File: src/rtl/wb_stage.sv
// MIPS write-back stage: MEM/WB register, load-data extraction and result select.
// Define WB_RETIRE_CNT_EN to add the retired_count output and its counter.
module wb_stage #(
  parameter int DATA_W = 32,
  parameter int ADDR_W = 5,
  parameter int CNT_W  = 32
) (
  input  logic              clk,
  input  logic              rst,
  input  logic              in_valid,
  output logic              in_ready,
  input  logic              wb_hold,
  input  logic              in_flush,
  input  logic              in_reg_write,
  input  logic              in_mem_to_reg,
  input  logic [2:0]        in_load_type,
  input  logic [1:0]        in_byte_off,
  input  logic [ADDR_W-1:0] in_write_reg,
  input  logic [DATA_W-1:0] in_alu_result,
  input  logic [DATA_W-1:0] in_mem_data,
  output logic              RegWriteSig,
  output logic [ADDR_W-1:0] writeReg,
  output logic [DATA_W-1:0] writeData,
  output logic              misalign
`ifdef WB_RETIRE_CNT_EN
  ,
  output logic [CNT_W-1:0]  retired_count
`endif
);

  localparam logic [2:0] LT_LB  = 3'b001;
  localparam logic [2:0] LT_LBU = 3'b010;
  localparam logic [2:0] LT_LH  = 3'b011;
  localparam logic [2:0] LT_LHU = 3'b100;

  logic              v_q, v_d;
  logic              done_q, done_d;
  logic              regWrite_q, regWrite_d;
  logic              memToReg_q, memToReg_d;
  logic [2:0]        loadType_q, loadType_d;
  logic [1:0]        byteOff_q, byteOff_d;
  logic [ADDR_W-1:0] writeReg_q, writeReg_d;
  logic [DATA_W-1:0] aluResult_q, aluResult_d;
  logic [DATA_W-1:0] memData_q, memData_d;

  logic [7:0]        byteSel;
  logic [15:0]       halfSel;
  logic [DATA_W-1:0] loadData;
  logic              isHalf;
  logic              isWord;

  // On hold, the entry stays put but is marked done so it commits only once.
  always_comb begin
    v_d         = v_q;
    done_d      = v_q;
    regWrite_d  = regWrite_q;
    memToReg_d  = memToReg_q;
    loadType_d  = loadType_q;
    byteOff_d   = byteOff_q;
    writeReg_d  = writeReg_q;
    aluResult_d = aluResult_q;
    memData_d   = memData_q;
    if (!wb_hold) begin
      v_d         = in_valid & ~in_flush;
      done_d      = 1'b0;
      regWrite_d  = in_reg_write;
      memToReg_d  = in_mem_to_reg;
      loadType_d  = in_load_type;
      byteOff_d   = in_byte_off;
      writeReg_d  = in_write_reg;
      aluResult_d = in_alu_result;
      memData_d   = in_mem_data;
    end
  end

  always_ff @(posedge clk) begin
    if (rst) begin
      v_q         <= 1'b0;
      done_q      <= 1'b0;
      regWrite_q  <= 1'b0;
      memToReg_q  <= 1'b0;
      loadType_q  <= '0;
      byteOff_q   <= '0;
      writeReg_q  <= '0;
      aluResult_q <= '0;
      memData_q   <= '0;
    end else begin
      v_q         <= v_d;
      done_q      <= done_d;
      regWrite_q  <= regWrite_d;
      memToReg_q  <= memToReg_d;
      loadType_q  <= loadType_d;
      byteOff_q   <= byteOff_d;
      writeReg_q  <= writeReg_d;
      aluResult_q <= aluResult_d;
      memData_q   <= memData_d;
    end
  end

  // Little-endian lane select; halves use only off[1], so off[0] is ignored here.
  always_comb begin
    case (byteOff_q)
      2'd0:    byteSel = memData_q[7:0];
      2'd1:    byteSel = memData_q[15:8];
      2'd2:    byteSel = memData_q[23:16];
      default: byteSel = memData_q[31:24];
    endcase
    halfSel = byteOff_q[1] ? memData_q[31:16] : memData_q[15:0];
    case (loadType_q)
      LT_LB:   loadData = {{(DATA_W-8){byteSel[7]}}, byteSel};
      LT_LBU:  loadData = {{(DATA_W-8){1'b0}}, byteSel};
      LT_LH:   loadData = {{(DATA_W-16){halfSel[15]}}, halfSel};
      LT_LHU:  loadData = {{(DATA_W-16){1'b0}}, halfSel};
      default: loadData = memData_q;
    endcase
  end

  assign isHalf = (loadType_q == LT_LH) | (loadType_q == LT_LHU);
  assign isWord = ~isHalf & (loadType_q != LT_LB) & (loadType_q != LT_LBU);

  assign in_ready    = ~wb_hold;
  assign writeReg    = writeReg_q;
  assign writeData   = memToReg_q ? loadData : aluResult_q;
  assign misalign    = v_q & memToReg_q &
                       ((isWord & (byteOff_q != 2'd0)) | (isHalf & byteOff_q[0]));
  assign RegWriteSig = v_q & ~done_q & regWrite_q & (writeReg_q != '0) & ~misalign;

`ifdef WB_RETIRE_CNT_EN
  logic [CNT_W-1:0] retiredCnt_q, retiredCnt_d;

  // Each entry retires exactly once, in its first cycle in the stage.
  always_comb begin
    retiredCnt_d = retiredCnt_q;
    if (v_q & ~done_q) retiredCnt_d = retiredCnt_q + 1'b1;
  end

  always_ff @(posedge clk) begin
    if (rst) retiredCnt_q <= '0;
    else     retiredCnt_q <= retiredCnt_d;
  end

  assign retired_count = retiredCnt_q;
`endif

endmodule

File: config.mk
export PLATFORM = sky130hd
export DESIGN_NAME = wb_stage
export DESIGN_NICKNAME = d
export VERILOG_FILES = /design/src/rtl/wb_stage.sv
export SDC_FILE = /design/constraint.sdc
export NUM_CORES = 1
export LEC_CHECK = 0
export BUFFER_PORTS_ARGS = -buffer_cell sky130_fd_sc_hd__buf_2
export CORE_ASPECT_RATIO = 0.9
export CORE_MARGIN = 2
export CORE_UTILIZATION = 55
export DETAILED_ROUTE_END_ITERATION = 10
export PLACE_DENSITY = 0.87
export SLEW_MARGIN = 10
export SYNTH_ARGS = -nofsm -noshare
export SYNTH_HDL_FRONTEND = slang
export SYNTH_SLANG_ARGS = --single-unit
File: constraint.sdc
create_clock -name clk -period 3.11 [get_ports clk]
set_input_delay 0.7775 -clock clk [delete_from_list [all_inputs] [get_ports clk]]
set_output_delay 0.7775 -clock clk [all_outputs]
set_load 0.01 [all_outputs]
After elaboration in Yosys (flattened, before gate mapping):

Index checks and enable logic that the tools add are counted.

* bits of input ports: 81
* bits in registers: 78

* bitwise operators: 18
* mux-type cells: 4
* reduce and logical (&&, ||, !) cells: 4
* equal/unequal tests: 8

Operators by type and width (count)
* $pmux 32 s4: 1
* $mux 32: 1
* $pmux 8 s3: 1
* $mux 16: 1
* $and 1x1->1: 11
* $eq 3x2->1 const B: 2
* $not 1->1: 5
* $reduce_bool 5->1: 1
* $eq 3x1->1 const B: 1
* $eq 3x3->1 const B: 1
* $ne 3x1->1 const B: 1
* $ne 3x2->1 const B: 1
* $eq 2x1->1 const B: 1
* $eq 2x2->1 const B: 1
* $logic_not 2->1: 1
* $or 1x1->1: 2
* $reduce_bool 2->1: 1
* $reduce_or 2->1: 1

Longest topological paths before layout:

* word-level depth: 10
* mapped depth: 6
* gate-level depth less buffers: 4

Worst setup path before layout:

No wires, ideal clock.

* kind: reg2out
* start point: register byteOff_q[0]
* end point: output writeData[15]
* arrival: 1493 ps
* cell stages (with the launch flop): 6
* buffers on the path: 1
* setup slack: 839 ps
* cell sequence: dfxtp_1 > mux4_2 > and3b_1 > buf_6 > a221oi_2 > a21oi_1

* cells in the longest elaborated chain, start to end: 4
* elaborated cells between the ends (all ways): 6
* those cells by class: 2 x eq/ne; 3 x mux; 1 x reduce/logical

Ends and longest elaborated chain
* start, declared: RTL line 41 `logic [1:0] byteOff_q, byteOff_d;`
* start signal, assigned: RTL line 93 `byteOff_q <= byteOff_d;`
* $eq 2x2->1, or another cell as far along: RTL line 102 `case (byteOff_q)`
* $pmux 8 s3 *: RTL line 102
* $pmux 32 s4 *: RTL line 109 `case (loadType_q)`
* $mux 32 *: RTL line 123 `assign writeData = memToReg_q ? loadData : aluResult_q;`
* end, declared: RTL line 23 `output logic [DATA_W-1:0] writeData,`

Mark *: on every way between the ends. The rest lies on a longest branch, timed or not.

Worst setup path in the final report:

* start point: register loadType_q[2]
* end point: output writeData[15]

* cells in the longest elaborated chain, start to end: 3
* elaborated cells between the ends (all ways): 6
* those cells by class: 4 x eq/ne; 2 x mux

Ends and longest elaborated chain
* start, declared: RTL line 40 `logic [2:0] loadType_q, loadType_d;`
* start signal, assigned: RTL line 92 `loadType_q <= loadType_d;`
* $eq 3x3->1, or another cell as far along: RTL line 109
* $pmux 32 s4 *: RTL line 109
* $mux 32 *: RTL line 123

Marked as above.

==> impl_metrics.ini <==
[run_status]
status = complete, no violations

[critical_path]
critPathKind = reg2out
arrival_ps = 2210
cp_data_required_time_ps = 2330
worstPathMaxFanout = 11
cp-start-kind = flop
cp-end-kind = output pin

[power]
peakVddDrop_uv = 346
power_leakage_nw = 2.23
powerDensity_nw_per_um2 = 516

[sta]
finalHoldViolCount = 0
slew_violations = 0
finalCritPeriodShare_pct = 96.1
fin_skew_ps = 2.57
worstMarginPinSlew_ps = 601
setup_tns_ps = 0
timing.hold.ws_ps = 504
maxSlewHeadroom_pct = 59.9
fin_crit_ps = 2990
setup_viol = 0
fmax_mhz = 335
rsz0062_at_grt = no

[min_path]
hold_path.class = reg2reg

[logic_synthesis]
ys_top_cells_by_area = dfxtp_1 (40%), mux2i_1 (21%), nor2_1 (10%)
ys_ff_latch = 78
synth_ff_type = dfxtp_1
synth_edf_count = 0
synth-seq-area-share_pct = 40.0
ys_types = 39
yosysTopAreaCellShare_pct = 40.0
syn_inst = 431
async_reset_ff_share_pct = 0
ys_warn_count = 0
syn_nets = 512
netlist_area_um2 = 3910
yosysTopAreaCell = dfxtp_1
synth.avg_cell_area_um2 = 9.06

[clock_network]
cts_tree = built
clock_sinks = 78
cts_htree_levels = 3
insertion_delay_ps = 350
clockRootBuffer = clkbuf_8
clk_transition_reported_paths_ps = 80
clockBufferDepth = 2
cts_buffers = 9
cts_hold_buffers = 0

[cells_and_area]
drive_gt1_share_pct = 31.8
num_antenna_cells = 0
area_growth_pct = 22.9
stdcell_count = 634
fin_area_um2 = 4800
nNetsFinal = 617

[route]
via_per_inst = 5.66
drtIter0Drc = 342
vias = 3590
first_pass_iters = 4
drc = 0
drtAntennaViolNets = 0
wl_um = 10700
wl_per_cell_um = 16.9

[placed_design]
io_buffer_count = 120
gp_congestion = 0.891
dp_cells = 617
hpwl_um = 7610
placed_cell_area_um2 = 4530

[die]
fp.dieArea_um2 = 7790
ios = 121
die_h_um = 84.0
rows = 29
core-area_um2 = 6970
start_util_pct = 56.1
die_x_um = 92.8

[grt]
grt_start_max_net_pins = 78
grt_first_pass_wirelength_um = 17000
grt_usage_pct = 28.1
grt_pass1_vias = 3390
grt_overflow = 0
antenna_found_initial = 0

[flow_run]
drv_cap = 0
[through the flow]
step                util [%]  power [mW]  worst slack [ps]
floorplan                  -        1.41               839
global placement        65.1        1.57               399
detailed placement      65.1        1.58               405
CTS                     68.5        2.48              15.6
global route            68.9        2.58              13.9
finish                  68.9        2.48               123
[state kept, by name, summed over array words and instances (netlist names)]
signal	count
v_q	1
byteOff_q	2
loadType_q	3
done_q	1
writeReg	5
regWrite_q	1
memData_q	32
memToReg_q	1
aluResult_q	32
[logic make-up after synthesis]
group | Yosys count | synth area share [%]
AND/OR/NAND/NOR | 149 | 15.7
XOR/XNOR | 1 | 0.224
multiplexers | 92 | 26.2
AO/OA/AOI/OAI | 68 | 12.5
flip-flops | 78 | 40.0
buffers and inverters | 43 | 5.41
[layer usage]
metal | part of all wire [%] | up-vias | global-route usage, % | wire length (µm)
li1 | - | 1716 | - | -
met1 | 44 | 1680 | 38.7 | 4660
met2 | 45 | 179 | 42.6 | 4830
met3 | 9.6 | 15 | 8.67 | 1020
met4 | 1.8 | 0 | 8.16 | 197
met5 | 0 | - | 0 | 0
[final timing paths]
kind                      start            end  slack, ps  cells past startpoint
hold reg to reg      regWrite_q     regWrite_q        500                      2
hold / removal       regWrite_q     regWrite_q        500                      2
setup / recovery  loadType_q[2]  writeData[15]        120                      6
setup reg to reg     memToReg_q     memToReg_q       1980                      3
[critical path, cell delays in order, from the launching register on]
cell	delay, ps
dfxtp_2	450
or3b_4	420
a21boi_2	360
buf_4	220
a221oi_2	80
a21oi_1	190
buf_2	150
[synthesized netlist by cell type, types with 2 or more instances]
library cell and n:
nor2_1 107, mux2i_1 83, dfxtp_1 78, nand2_1 27, a31oi_1 23, clkbuf_1 15
buf_2 13, a21oi_1 11, o21ai_0 11, mux4_2 8, a22oi_1 7, inv_1 7
o22ai_1 5, buf_6 4, a221oi_2 3, buf_1 3, a21boi_2 2, nand3_1 2
nand3b_1 2
[what timing repair did]
action | in CTS | in global routing
resized for setup | 0 | 5
setup buffers | 0 | 1
hold endpoints to repair | 0 | 0
setup endpoints to repair | 0 | 26
[cells in the final DEF, fill, tap and decap left out, drive strengths merged, types with 5 or more instances in the layout]
master,instances
a21oi,11
a22oi,7
a31oi,23
buf,130
clkbuf,11
dfxtp,78
inv,8
mux2i,83
mux4,8
nand2,28
nor2,107
o21ai,12
o22ai,5
[layout make-up]
type | instances | area (µm²)
Fill cell | 582 | 2160
Multi-Input combinational cell | 310 | 2140
Sequential cell | 78 | 1570
Timing Repair Buffer | 130 | 716
Clock buffer | 11 | 131
Tap cell | 93 | 116
Clock inverter | 5 | 106
Inverter | 7 | 26.3
[power breakdown]
group          switching (mW)  internal, mW  total (mW)
clock network           0.372         0.537       0.909
logic                   0.237         0.208       0.445
registers              0.0665          1.06        1.12
total                   0.675          1.80        2.48
(Power assumes the default switching activity.)
